## src/rtl/stack_arbiter_pkg.sv

```systemverilog
// Shared stack interface: command codes, payload widths and FSM state encoding.
package stack_arbiter_pkg;

    localparam int unsigned SC_N  = 3;           // command code width
    localparam int unsigned CO_N  = 8;           // operator width
    localparam int unsigned CD_N  = 16;          // data / RAM word width
    localparam int unsigned CO_NO = 1 << CO_N;   // number of distinct operator codes

    localparam logic [SC_N-1:0] SC_NON = 3'd0;
    localparam logic [SC_N-1:0] SC_PUS = 3'd1;
    localparam logic [SC_N-1:0] SC_POP = 3'd2;
    localparam logic [SC_N-1:0] SC_TOP = 3'd3;
    localparam logic [SC_N-1:0] SC_CLR = 3'd4;

    typedef enum logic [1:0] {
        ST_IDLE  = 2'd0,
        ST_ISSUE = 2'd1,
        ST_RWAIT = 2'd2,
        ST_DONE  = 2'd3
    } state_e;

endpackage

```

## src/rtl/stack_arbiter_rr.sv

```systemverilog
// Two-way round-robin arbiter; requester 0 is the operator stack, 1 the data stack.
module rr_arbiter2 (
    input  logic       clk,
    input  logic       rst,
    input  logic [1:0] req,
    input  logic       advance,
    output logic [1:0] grant_c
);

    logic last_grant;   // 1 = data stack was served last

    // On a tie, favour whoever was not served last.
    always_comb begin
        grant_c = req;
        if (req == 2'b11) begin
            grant_c = last_grant ? 2'b01 : 2'b10;
        end
    end

    // Remember the most recent winner; reset as if the data stack just won.
    always_ff @(posedge clk) begin
        if (rst) begin
            last_grant <= 1'b1;
        end else if (advance && (req != 2'b00)) begin
            last_grant <= grant_c[1];
        end
    end

endmodule

```

## src/rtl/stack_arbiter.sv

```systemverilog
// Two stacks (operator, data) sharing one single-port RAM behind a round-robin FSM.
module stack_arbiter
    import stack_arbiter_pkg::*;
#(
    parameter int unsigned DEPTH = 16,
    parameter int unsigned AW    = 5
) (
    input  logic            clk,
    input  logic            rst,
    input  logic [SC_N-1:0] op_cmd,
    input  logic [CO_N-1:0] op_wdata,
    output logic [CO_N-1:0] op_rdata,
    output logic            op_done,
    output logic            op_empty,
    output logic            op_full,
    input  logic [SC_N-1:0] dt_cmd,
    input  logic [CD_N-1:0] dt_wdata,
    output logic [CD_N-1:0] dt_rdata,
    output logic            dt_done,
    output logic            dt_empty,
    output logic            dt_full,
    output logic            err,
    output logic [AW-1:0]   mem_addr,
    output logic            mem_we,
    output logic [CD_N-1:0] mem_wdata,
    input  logic [CD_N-1:0] mem_rdata
);

    localparam int unsigned    CW      = $clog2(DEPTH + 1);
    localparam logic [CW-1:0]  CNT_MAX = CW'(DEPTH);
    localparam logic [AW-1:0]  DT_BASE = AW'(DEPTH);

    state_e            state_q, state_d;
    logic              sel_q, sel_d;        // 0 = operator stack, 1 = data stack
    logic [SC_N-1:0]   cmd_q, cmd_d;
    logic              bad_q, bad_d;        // overflow/underflow detected at grant
    logic [CW-1:0]     op_cnt_q, op_cnt_d, dt_cnt_q, dt_cnt_d;
    logic              err_d, op_done_d, dt_done_d, mem_we_d;
    logic [CO_N-1:0]   op_rdata_d;
    logic [CD_N-1:0]   dt_rdata_d, mem_wdata_d, rd_c;
    logic [AW-1:0]     mem_addr_d;
    logic [1:0]        req_c, grant_c;
    logic              g_sel;
    logic [SC_N-1:0]   g_cmd;
    logic [CW-1:0]     g_cnt, cur_cnt, new_cnt;
    logic [CD_N-1:0]   g_wdata;
    logic [AW-1:0]     g_base;
    logic              g_rd;

    // A requester whose done is showing is not re-granted on the same command.
    assign req_c = {(dt_cmd != SC_NON) && !dt_done, (op_cmd != SC_NON) && !op_done};

    rr_arbiter2 u_arb (
        .clk     (clk),
        .rst     (rst),
        .req     (req_c),
        .advance (state_q == ST_IDLE),
        .grant_c (grant_c)
    );

    // Candidate request selected by the arbiter, plus the active stack's count.
    assign g_sel   = grant_c[1];
    assign g_cmd   = g_sel ? dt_cmd : op_cmd;
    assign g_cnt   = g_sel ? dt_cnt_q : op_cnt_q;
    assign g_wdata = g_sel ? dt_wdata : CD_N'(op_wdata);
    assign g_base  = g_sel ? DT_BASE : AW'(0);
    assign g_rd    = (g_cmd == SC_POP) || (g_cmd == SC_TOP);
    assign cur_cnt = sel_q ? dt_cnt_q : op_cnt_q;
    assign rd_c    = bad_q ? CD_N'(0) : mem_rdata;

    assign op_empty = (op_cnt_q == CW'(0));
    assign op_full  = (op_cnt_q == CNT_MAX);
    assign dt_empty = (dt_cnt_q == CW'(0));
    assign dt_full  = (dt_cnt_q == CNT_MAX);

    // Next-state and next-output logic.
    always_comb begin
        state_d     = state_q;
        sel_d       = sel_q;
        cmd_d       = cmd_q;
        bad_d       = bad_q;
        new_cnt     = cur_cnt;
        err_d       = err;
        op_rdata_d  = op_rdata;
        dt_rdata_d  = dt_rdata;
        op_done_d   = 1'b0;
        dt_done_d   = 1'b0;
        mem_we_d    = 1'b0;
        mem_addr_d  = mem_addr;
        mem_wdata_d = mem_wdata;

        unique case (state_q)
            ST_IDLE: begin
                if (req_c != 2'b00) begin
                    state_d = ST_ISSUE;
                    sel_d   = g_sel;
                    cmd_d   = g_cmd;
                    bad_d   = ((g_cmd == SC_PUS) && (g_cnt == CNT_MAX)) ||
                              (g_rd && (g_cnt == CW'(0)));
                    if ((g_cmd == SC_PUS) && (g_cnt != CNT_MAX)) begin
                        mem_we_d    = 1'b1;
                        mem_addr_d  = g_base + AW'(g_cnt);
                        mem_wdata_d = g_wdata;
                    end
                    if (g_rd && (g_cnt != CW'(0))) begin
                        mem_addr_d = g_base + AW'(g_cnt - CW'(1));
                    end
                end
            end
            ST_ISSUE: begin
                state_d = ST_DONE;
                case (cmd_q)
                    SC_PUS: begin
                        if (bad_q) err_d = 1'b1;
                        else       new_cnt = cur_cnt + CW'(1);
                    end
                    SC_POP, SC_TOP: begin
                        if (bad_q) err_d = 1'b1;
                        state_d = ST_RWAIT;
                    end
                    SC_CLR: begin
                        new_cnt = CW'(0);
                        err_d   = 1'b0;
                    end
                    default: ;
                endcase
            end
            ST_RWAIT: begin
                state_d = ST_DONE;
                if (sel_q) dt_rdata_d = rd_c;
                else       op_rdata_d = CO_N'(rd_c);
                if ((cmd_q == SC_POP) && !bad_q) new_cnt = cur_cnt - CW'(1);
            end
            ST_DONE: begin
                state_d   = ST_IDLE;
                op_done_d = !sel_q;
                dt_done_d = sel_q;
            end
            default: state_d = ST_IDLE;
        endcase

        op_cnt_d = sel_q ? op_cnt_q : new_cnt;
        dt_cnt_d = sel_q ? new_cnt : dt_cnt_q;
    end

    // State and registered outputs; reset aborts any operation in flight.
    always_ff @(posedge clk) begin
        if (rst) begin
            state_q   <= ST_IDLE;
            sel_q     <= 1'b0;
            cmd_q     <= SC_NON;
            bad_q     <= 1'b0;
            op_cnt_q  <= '0;
            dt_cnt_q  <= '0;
            err       <= 1'b0;
            op_rdata  <= '0;
            dt_rdata  <= '0;
            op_done   <= 1'b0;
            dt_done   <= 1'b0;
            mem_we    <= 1'b0;
            mem_addr  <= '0;
            mem_wdata <= '0;
        end else begin
            state_q   <= state_d;
            sel_q     <= sel_d;
            cmd_q     <= cmd_d;
            bad_q     <= bad_d;
            op_cnt_q  <= op_cnt_d;
            dt_cnt_q  <= dt_cnt_d;
            err       <= err_d;
            op_rdata  <= op_rdata_d;
            dt_rdata  <= dt_rdata_d;
            op_done   <= op_done_d;
            dt_done   <= dt_done_d;
            mem_we    <= mem_we_d;
            mem_addr  <= mem_addr_d;
            mem_wdata <= mem_wdata_d;
        end
    end

endmodule

```

## config.mk

```make
export PLATFORM = sky130hd
export DESIGN_NAME = stack_arbiter
export DESIGN_NICKNAME = d
export VERILOG_FILES = /design/src/rtl/stack_arbiter_pkg.sv /design/src/rtl/stack_arbiter_rr.sv /design/src/rtl/stack_arbiter.sv
export SDC_FILE = /design/constraint.sdc
export NUM_CORES = 1
export LEC_CHECK = 0
export ABC_AREA = 1
export BUFFER_PORTS_ARGS = -buffer_cell sky130_fd_sc_hd__clkbuf_2
export CORE_MARGIN = 3
export CORE_UTILIZATION = 40
export DETAILED_ROUTE_END_ITERATION = 16
export GPL_TIMING_DRIVEN = 0
export PLACE_DENSITY = 0.68
export SLEW_MARGIN = 20
export SYNTH_ARGS = -nofsm -noshare
export SYNTH_HDL_FRONTEND = slang
export SYNTH_HIERARCHICAL = 1
export SYNTH_SLANG_ARGS = --single-unit
```

## constraint.sdc

```tcl
create_clock -name clk -period 2.9 [get_ports clk]
set_clock_uncertainty 0.15 [all_clocks]
set_input_delay 0.145 -clock clk [delete_from_list [all_inputs] [get_ports clk]]
set_output_delay 0.145 -clock clk [all_outputs]
set_load 0.01 [all_outputs]
```

==> results of run 1 <==
-- routing by layer --
| layer | up-vias | GRT usage, % | routed length, um |
|---|---|---|---|
| met4 | 0 | 7.565 | 195 |
| li1 | 2022 | - | - |
| met3 | 16 | 5.420 | 644 |
| met5 | - | 0 | 0 |
| met2 | 105 | 35.83 | 5015 |
| met1 | 1789 | 26.32 | 4631 |
-- state kept, by name, indices dropped and copies added, names as in the netlist, 2 cells and up --
| signal | count |
|---|---|
| mem_wdata | 16 |
| dt_cnt_q | 5 |
| mem_addr | 5 |
| op_rdata | 8 |
| cmd_q | 3 |
| dt_rdata | 16 |
| op_cnt_q | 5 |
| state_q | 2 |
-- critical path, delay by kind of cell (launching register included) --
| kind | cells | cell delay (ns) |
|---|---|---|
| buf+inv | 7 | 0.76 |
| simple gates | 8 | 0.89 |
| flops | 1 | 0.34 |
| compound gates | 2 | 0.33 |
| fa+ha+maj | 1 | 0.21 |
-- stage by stage --
| stage | worst slack [ns] | util, % | setup TNS [ns] |
|---|---|---|---|
| 2_1_floorplan | 0.1464 | - | 0 |
| 3_3_place_gp | -0.2167 | 49.63 | -2.153 |
| 3_5_place_dp | -0.2855 | 49.63 | -3.026 |
| 4_1_cts | 0.01302 | 57.09 | 0 |
| 5_1_grt | -0.0002702 | 57.98 | -0.0002702 |
| 6_report | 0.1113 | 57.98 | 0 |
-- timing repair --
item | in CTS | in global routing
setup endpoints to repair | 22 | 22
pin swaps | 1 | 4
hold endpoints to repair | 33 | 0
hold buffers | 40 | 0
buffers inserted | 2 | 6
gates resized for setup | 5 | 11
-- worst max-delay path by stage --
stage                                      to  slack (ns)
floorplan            mem_addr[4]$_SDFFE_PP0P_        0.15
detailed placement   mem_addr[2]$_SDFFE_PP0P_       -0.29
global route        mem_wdata[1]$_SDFFE_PP0P_     -0.0003
CTS                  mem_addr[4]$_SDFFE_PP0P_        0.01
global placement     mem_addr[4]$_SDFFE_PP0P_       -0.22
finish              mem_wdata[0]$_SDFFE_PP0P_        0.11
-- area by class of cell --
class	instances	area, um^2	share of cell area [%]
Multi-Input combinational cell	383	1898	38.87
Sequential cell	67	1343	27.49
Timing Repair Buffer	148	960.9	19.68
Inverter	64	242.7	4.971
Tap cell	105	131.4	2.690
Clock buffer	10	127.6	2.613
Buffer	21	113.9	2.332
Clock inverter	6	66.31	1.358
-- power breakdown --
part / leakage, nW / switching [mW] / internal [mW] / total [mW]
Sequential: 0.546 / 0.152 / 1.13 / 1.28
Clock: 0.0885 / 0.380 / 0.397 / 0.777
Combinational: 1.76 / 1.45 / 0.891 / 2.34
Total: 2.40 / 1.99 / 2.42 / 4.40
-- cell usage in the layout, fill, tap and decap left out, types with 4 or more instances in the layout --
master / count
nand2_1: 135
clkbuf_2: 100
nor2_1: 70
dfxtp_1: 66
inv_1: 60
a21oi_1: 47
o21ai_0: 42
dlygate4sd3_1: 40
nand3_1: 35
clkbuf_1: 14
ha_1: 11
clkbuf_8: 9
buf_4: 8
o21ai_1: 5
buf_2: 4
buf_6: 4
nand2_2: 4
o21ai_2: 4
==> flow_metrics.py, run 1 <==
metrics = {
    "min_path": {
        "min-delay-start": "dt_wdata[1]",
        "worstHoldEndpoint": "mem_wdata[1]$_SDFFE_PP0P_",
        "hold_depth": 5,
        "hold_class": "in -> reg",
    },
    "power_and_ir_drop": {
        "p_total_mw": 4.404,
        "power-per-cell-area_mw_per_mm2": 901.7,
        "ir_drop_uv": 440.0,
        "leakagePower_nw": 2.399,
    },
    "run_status": {
        "outcome": "complete, no violations",
    },
    "grt": {
        "antenna_found_initial": 0,
        "grt_max_degree": 13,
        "grt_pass1_wl_um": 17240,
        "grt-ovfl-total": 0,
        "globalRouteTotalUtil_pct": 21.28,
        "grt_pass1_vias": 3849,
    },
    "placement": {
        "dpl_cell_area_mm2": 0.004180,
        "dp.cells": 740,
        "dp_hpwl_um": 7502,
        "gp_congestion": 0.9086,
        "portBuffers": 100,
    },
    "clock_tree": {
        "cts-root-buf": "clkbuf_8",
        "numCtsBuffers": 9,
        "clockBufferDepth": 2,
        "cts_max_level": 3,
        "insertion_delay_ns": 0.34,
        "cts_sinks": 67,
        "cts.clk_slew.worst_paths_ns": 0.08,
        "cts_tree": "built",
    },
    "sta": {
        "finalSetupViolations": 0,
        "final_max_slew_viol_count": 0,
        "worst_pin_slew_ns": 0.5414,
        "hold_viol": 0,
        "fmax_ghz": 0.3586,
        "min_period_ns": 2.789,
        "hold_ws_ns": 0.02524,
        "relSlewSlack_pct": 63.91,
        "fin_crit_sh_pct": 96.16,
    },
    "synthesis": {
        "netlist_instances": 535,
        "syn_avg_cell_area_um2": 6.633,
        "netlist_area_mm2": 0.003548,
        "synth_nets": 595,
        "synth_warnings": 6,
    },
    "worst_setup_path": {
        "r2r_slack_ns": 0.11,
        "r2r-end": "mem_wdata[0]$_SDFFE_PP0P_",
        "crit_arrival_ns": 2.88,
        "slowest_stage": "dfxtp_2",
        "critPathLaunchType": "register",
        "ff2ff_path_depth": 18,
        "r2r-start": "op_done$_SDFF_PP0_",
        "critPathCaptureType": "register",
        "crit_start": "op_done$_SDFF_PP0_",
        "critPathMaxFanout": 10,
        "worst_ep_required_time_ns": 2.99,
        "critical_path.max_stage_delay_ns": 0.34,
        "crit_top_cell": "buf_6",
        "cp_cell_sequence": "a31o_2 -> inv_1 -> nand2_1 -> and2_2 -> buf_6 -> buf_6 -> nand2_2 -> o21ai_4 -> ha_1 -> nand3_1 -> inv_1 -> nor2_4 -> inv_2 -> nor2_8 -> inv_4 -> buf_6 -> nor2_1 -> nor2_1",
        "path_class": "reg -> reg",
    },
    "run": {
        "drv_cap": 0,
    },
    "finish": {
        "design_area_mm2": 0.004883,
        "area_growth_syn_to_layout_pct": 37.62,
        "nFillCells": 813,
        "antenna_cells": 0,
        "drive_gt1_share_pct": 22.32,
        "final_net_count": 754,
        "stdcell_count": 804,
    },
    "detailed_routing": {
        "drc": 0,
        "wl_um": 10490,
        "viasPerCell": 4.891,
        "dr.pass1.iters": 5,
        "drtIter0Drc": 171,
        "antenna_left": 0,
        "dr_total_vias": 3932,
        "post_drt_wl_per_cell_um": 13.04,
    },
    "die": {
        "coreArea_mm2": 0.008423,
        "io_pins": 101,
        "fp.dieH_um": 100.2,
        "die-area_mm2": 0.01004,
        "start_util_pct": 42.13,
        "std_cell_rows": 33,
        "dieWidth_um": 100.2,
    },
}
Note: power is estimated with default switching activity, not from simulation.
==> inputs of run 2 (changes only) <==
- CTS_BUF_LIST: default -> sky130_fd_sc_hd__clkbuf_16
- GPL_ROUTABILITY_DRIVEN: default -> 0
- PLACE_DENSITY: 0.68 -> 0.69
- SYNTH_HIERARCHICAL: 1 -> default
==> run 2 against run 1 <==
Compared with the run above:
- combinational power shrank 10%
- register-to-register slack gained 0.49 ns
- power grew 2.3%
- synthesized area shrank 1.1%
- fmax grew 11%
- flip-flop and latch count is the same
- sequential power is essentially flat
- routed wire length shrank 7.3%
- critical path type is now in -> reg
==> flow_metrics.py, run 2 <==
metrics = {
    "run_status": {
        "outcome": "complete, no violations",
    },
    "die": {
        "dieWidth_um": 99.67,
        "std_cell_rows": 33,
        "die-area_mm2": 0.009934,
        "start_util_pct": 41.87,
        "io_pins": 101,
        "fp.dieH_um": 99.67,
        "coreArea_mm2": 0.008382,
    },
    "power_and_ir_drop": {
        "ir_drop_uv": 409.1,
        "pwr-share-seq_pct": 28.9,
        "clock_power_share_pct": 24.5,
        "switching_power_mw": 1.971,
        "leakagePower_nw": 2.327,
        "swShare_pct": 43.75,
        "pwr-share-comb_pct": 46.6,
        "intPower_mw": 2.535,
        "power-per-cell-area_mw_per_mm2": 958.3,
    },
    "synthesis": {
        "yosysUniqueCellTypes": 32,
        "synth.top_cell.area_share_pct": 38.22,
        "synth_warnings": 0,
        "synth_most_common_cell": "nand2_1",
        "synth_ff_type": "dfxtp_1",
        "async_flop_share_pct": 0,
        "yosys.area.top_type": "dfxtp_1",
        "synth-edff-count": 0,
        "ys_top_cells_by_count": "nand2_1 (138), dfxtp_1 (67), nor2_1 (66)",
        "ys_seq_area_share_pct": 38.22,
        "syn_avg_cell_area_um2": 6.609,
        "ys_seq_elements": 67,
        "netlist_instances": 531,
        "synth_top_cells_by_area": "dfxtp_1 (38%), nand2_1 (15%), o21ai_0 (7.1%)",
        "synth_nets": 587,
        "netlist_area_mm2": 0.003510,
    },
    "sta": {
        "fin_crit_sh_pct": 86.36,
        "grt_setup_unrepaired": "false",
        "final_max_slew_viol_count": 0,
        "relSlewSlack_pct": 65.36,
        "fin_setup_tns_ns": 0,
        "setup_slack_ns": 0.3957,
        "hold_viol": 0,
        "min_period_ns": 2.504,
        "worst_pin_slew_ns": 0.5142,
        "fmax_ghz": 0.3993,
        "finalSetupViolations": 0,
    },
    "grt": {
        "grt_max_degree": 14,
        "globalRouteTotalUtil_pct": 20.23,
        "grt_pass1_wl_um": 16640,
        "grt-ovfl-total": 0,
        "antenna_found_initial": 0,
        "grt_pass1_vias": 3625,
    },
    "placement": {
        "portBuffers": 100,
        "dp_slack_ns": 0.5723,
        "dp_hpwl_um": 7235,
        "dp.cells": 736,
    },
    "worst_setup_path": {
        "cp_num_buf_inv": 6,
        "r2r-start": "op_done$_SDFF_PP0_",
        "crit_top_cell": "nand2_1",
        "critPathLaunchType": "input port",
        "crit_arrival_ns": 2.58,
        "critPathMaxFanout": 10,
        "path_class": "in -> reg",
        "ff2ff_path_depth": 19,
        "critPathCaptureType": "register",
        "worst_ep_required_time_ns": 2.98,
        "critPathTopFamily": "simple AND/OR/NAND/NOR gates",
        "critical_path.max_stage_delay_ns": 0.52,
        "cp_cell_sequence": "dlygate4sd3_1 -> clkbuf_2 -> nor2_1 -> nand2_1 -> nand3_2 -> nand2_4 -> buf_6 -> buf_2 -> nand2_1 -> nand2_1 -> nand2_1 -> nand2_1 -> ha_1 -> inv_1 -> nand2_1 -> inv_1 -> nand2_1 -> nand2_1 -> nand2_1 -> nand2_1 -> nor2_1 -> nor2_1",
        "r2r-end": "mem_addr[3]$_SDFFE_PP0P_",
        "slowest_stage": "dlygate4sd3_1",
        "r2r_slack_ns": 0.60,
    },
    "clock_tree": {
        "cts_sinks": 67,
        "numCtsBuffers": 9,
        "cts_max_level": 3,
        "cts.clk_slew.worst_paths_ns": 0.06,
        "clockBufferDepth": 2,
        "cts_tree": "built",
        "insertion_delay_ns": 0.33,
        "cts-root-buf": "clkbuf_16",
    },
    "min_path": {
        "hold_depth": 5,
        "worstHoldEndpoint": "mem_wdata[6]$_SDFFE_PP0P_",
        "hold_class": "in -> reg",
        "min-delay-start": "dt_wdata[6]",
    },
    "finish": {
        "reg_top3": "dt_rdata (16), mem_wdata (16), op_rdata (8)",
        "stdcell_count": 778,
        "area_growth_syn_to_layout_pct": 33.98,
        "final_util_pct": 56.10,
        "final_net_count": 724,
        "drive_gt1_share_pct": 20.65,
        "final_cell_mix": "nand2_1 (138), clkbuf_2 (100), dfxtp_1 (67), nor2_1 (66), inv_1 (58)",
        "antenna_cells": 0,
        "final_common_cell": "nand2_1",
    },
    "detailed_routing": {
        "drtIter0Drc": 197,
        "dr.pass1.iters": 4,
        "post_drt_wl_per_cell_um": 12.50,
        "drc": 0,
        "wl_um": 9725,
        "antenna_left": 0,
        "viasPerCell": 4.886,
        "dr_total_vias": 3801,
    },
    "run": {
        "drv_cap": 0,
    },
}
-- run 2: worst max-delay path by stage --
| stage | startpoint | endpoint | slack (ns) | cells after the start |
|---|---|---|---|---|
| CTS | op_cmd[0] | mem_addr[3]$_SDFFE_PP0P_ | 0.38 | 22 |
| global placement | op_cmd[0] | mem_addr[3]$_SDFFE_PP0P_ | 0.59 | 21 |
| floorplan | op_done$_SDFF_PP0_ | mem_addr[3]$_SDFFE_PP0P_ | 0.85 | 19 |
| finish | op_cmd[0] | mem_addr[3]$_SDFFE_PP0P_ | 0.40 | 22 |
| global route | op_cmd[0] | mem_addr[3]$_SDFFE_PP0P_ | 0.06 | 22 |
| detailed placement | op_cmd[0] | mem_addr[3]$_SDFFE_PP0P_ | 0.57 | 21 |
-- run 2: cell type report --
| type | count | area, um^2 |
|---|---|---|
| plain buffers | 19 | 96.34 |
| clock buffers | 9 | 225.2 |
| clock inverters | 7 | 75.07 |
| fillers | 794 | 3680 |
| inverters | 64 | 242.7 |
| multi-input cells | 381 | 1829 |
| flip-flops and latches | 67 | 1341 |
| well taps | 105 | 131.4 |
| repair buffers | 126 | 760.7 |
-- run 2: cells by family (layout without fill, tap and decap cells) --
group	Yosys count	after routing	synth area share, %
buf+inv	83	225	9.661
fa+ha+maj	8	8	2.852
flops	67	67	38.22
compound gates	108	108	16.72
simple gates	263	263	32.05
xor+xnor	2	2	0.4992
-- run 2: routing by layer --
layer	wire length [um]	up-vias	track usage [%]
li1	-	1986	-
met1	4288	1693	25.22
met2	4744	114	34.99
met3	616	8	4.558
met4	76	0	5.462
met5	0	-	0
-- run 2: worst register-to-register path: cells and delay by family (launching register included) --
kind | cells | cell delay, ns
fa+ha+maj | 1 | 0.14
buf+inv | 5 | 0.57
flops | 1 | 0.31
simple gates | 13 | 1.04
-- run 2: power groups by stage --
stage	clock network (mW)	registers, mW	logic [mW]
after global placement	0	1.31	2.01
after global routing	1.15	1.33	2.42
after detailed placement	0	1.32	2.05
after floorplan	0	1.33	1.45
after CTS	1.11	1.30	2.10
final	1.10	1.30	2.10
-- run 2: repair_timing --
action,CTS,global route
hold endpoints to repair,25,0
resized for setup,0,0
buffers inserted,0,0
hold buffers,26,0
-- run 2: metrics by stage --
step | total power, mW | area (um^2) | hold slack [ns]
2_1_floorplan | 2.778 | 3510 | 0.1456
3_3_place_gp | 3.317 | 4141 | 0.2391
3_5_place_dp | 3.364 | 4141 | 0.2422
4_1_cts | 4.517 | 4702 | 0.003275
5_1_grt | 4.897 | 4702 | 0.04058
6_report | 4.506 | 4702 | 0.01147
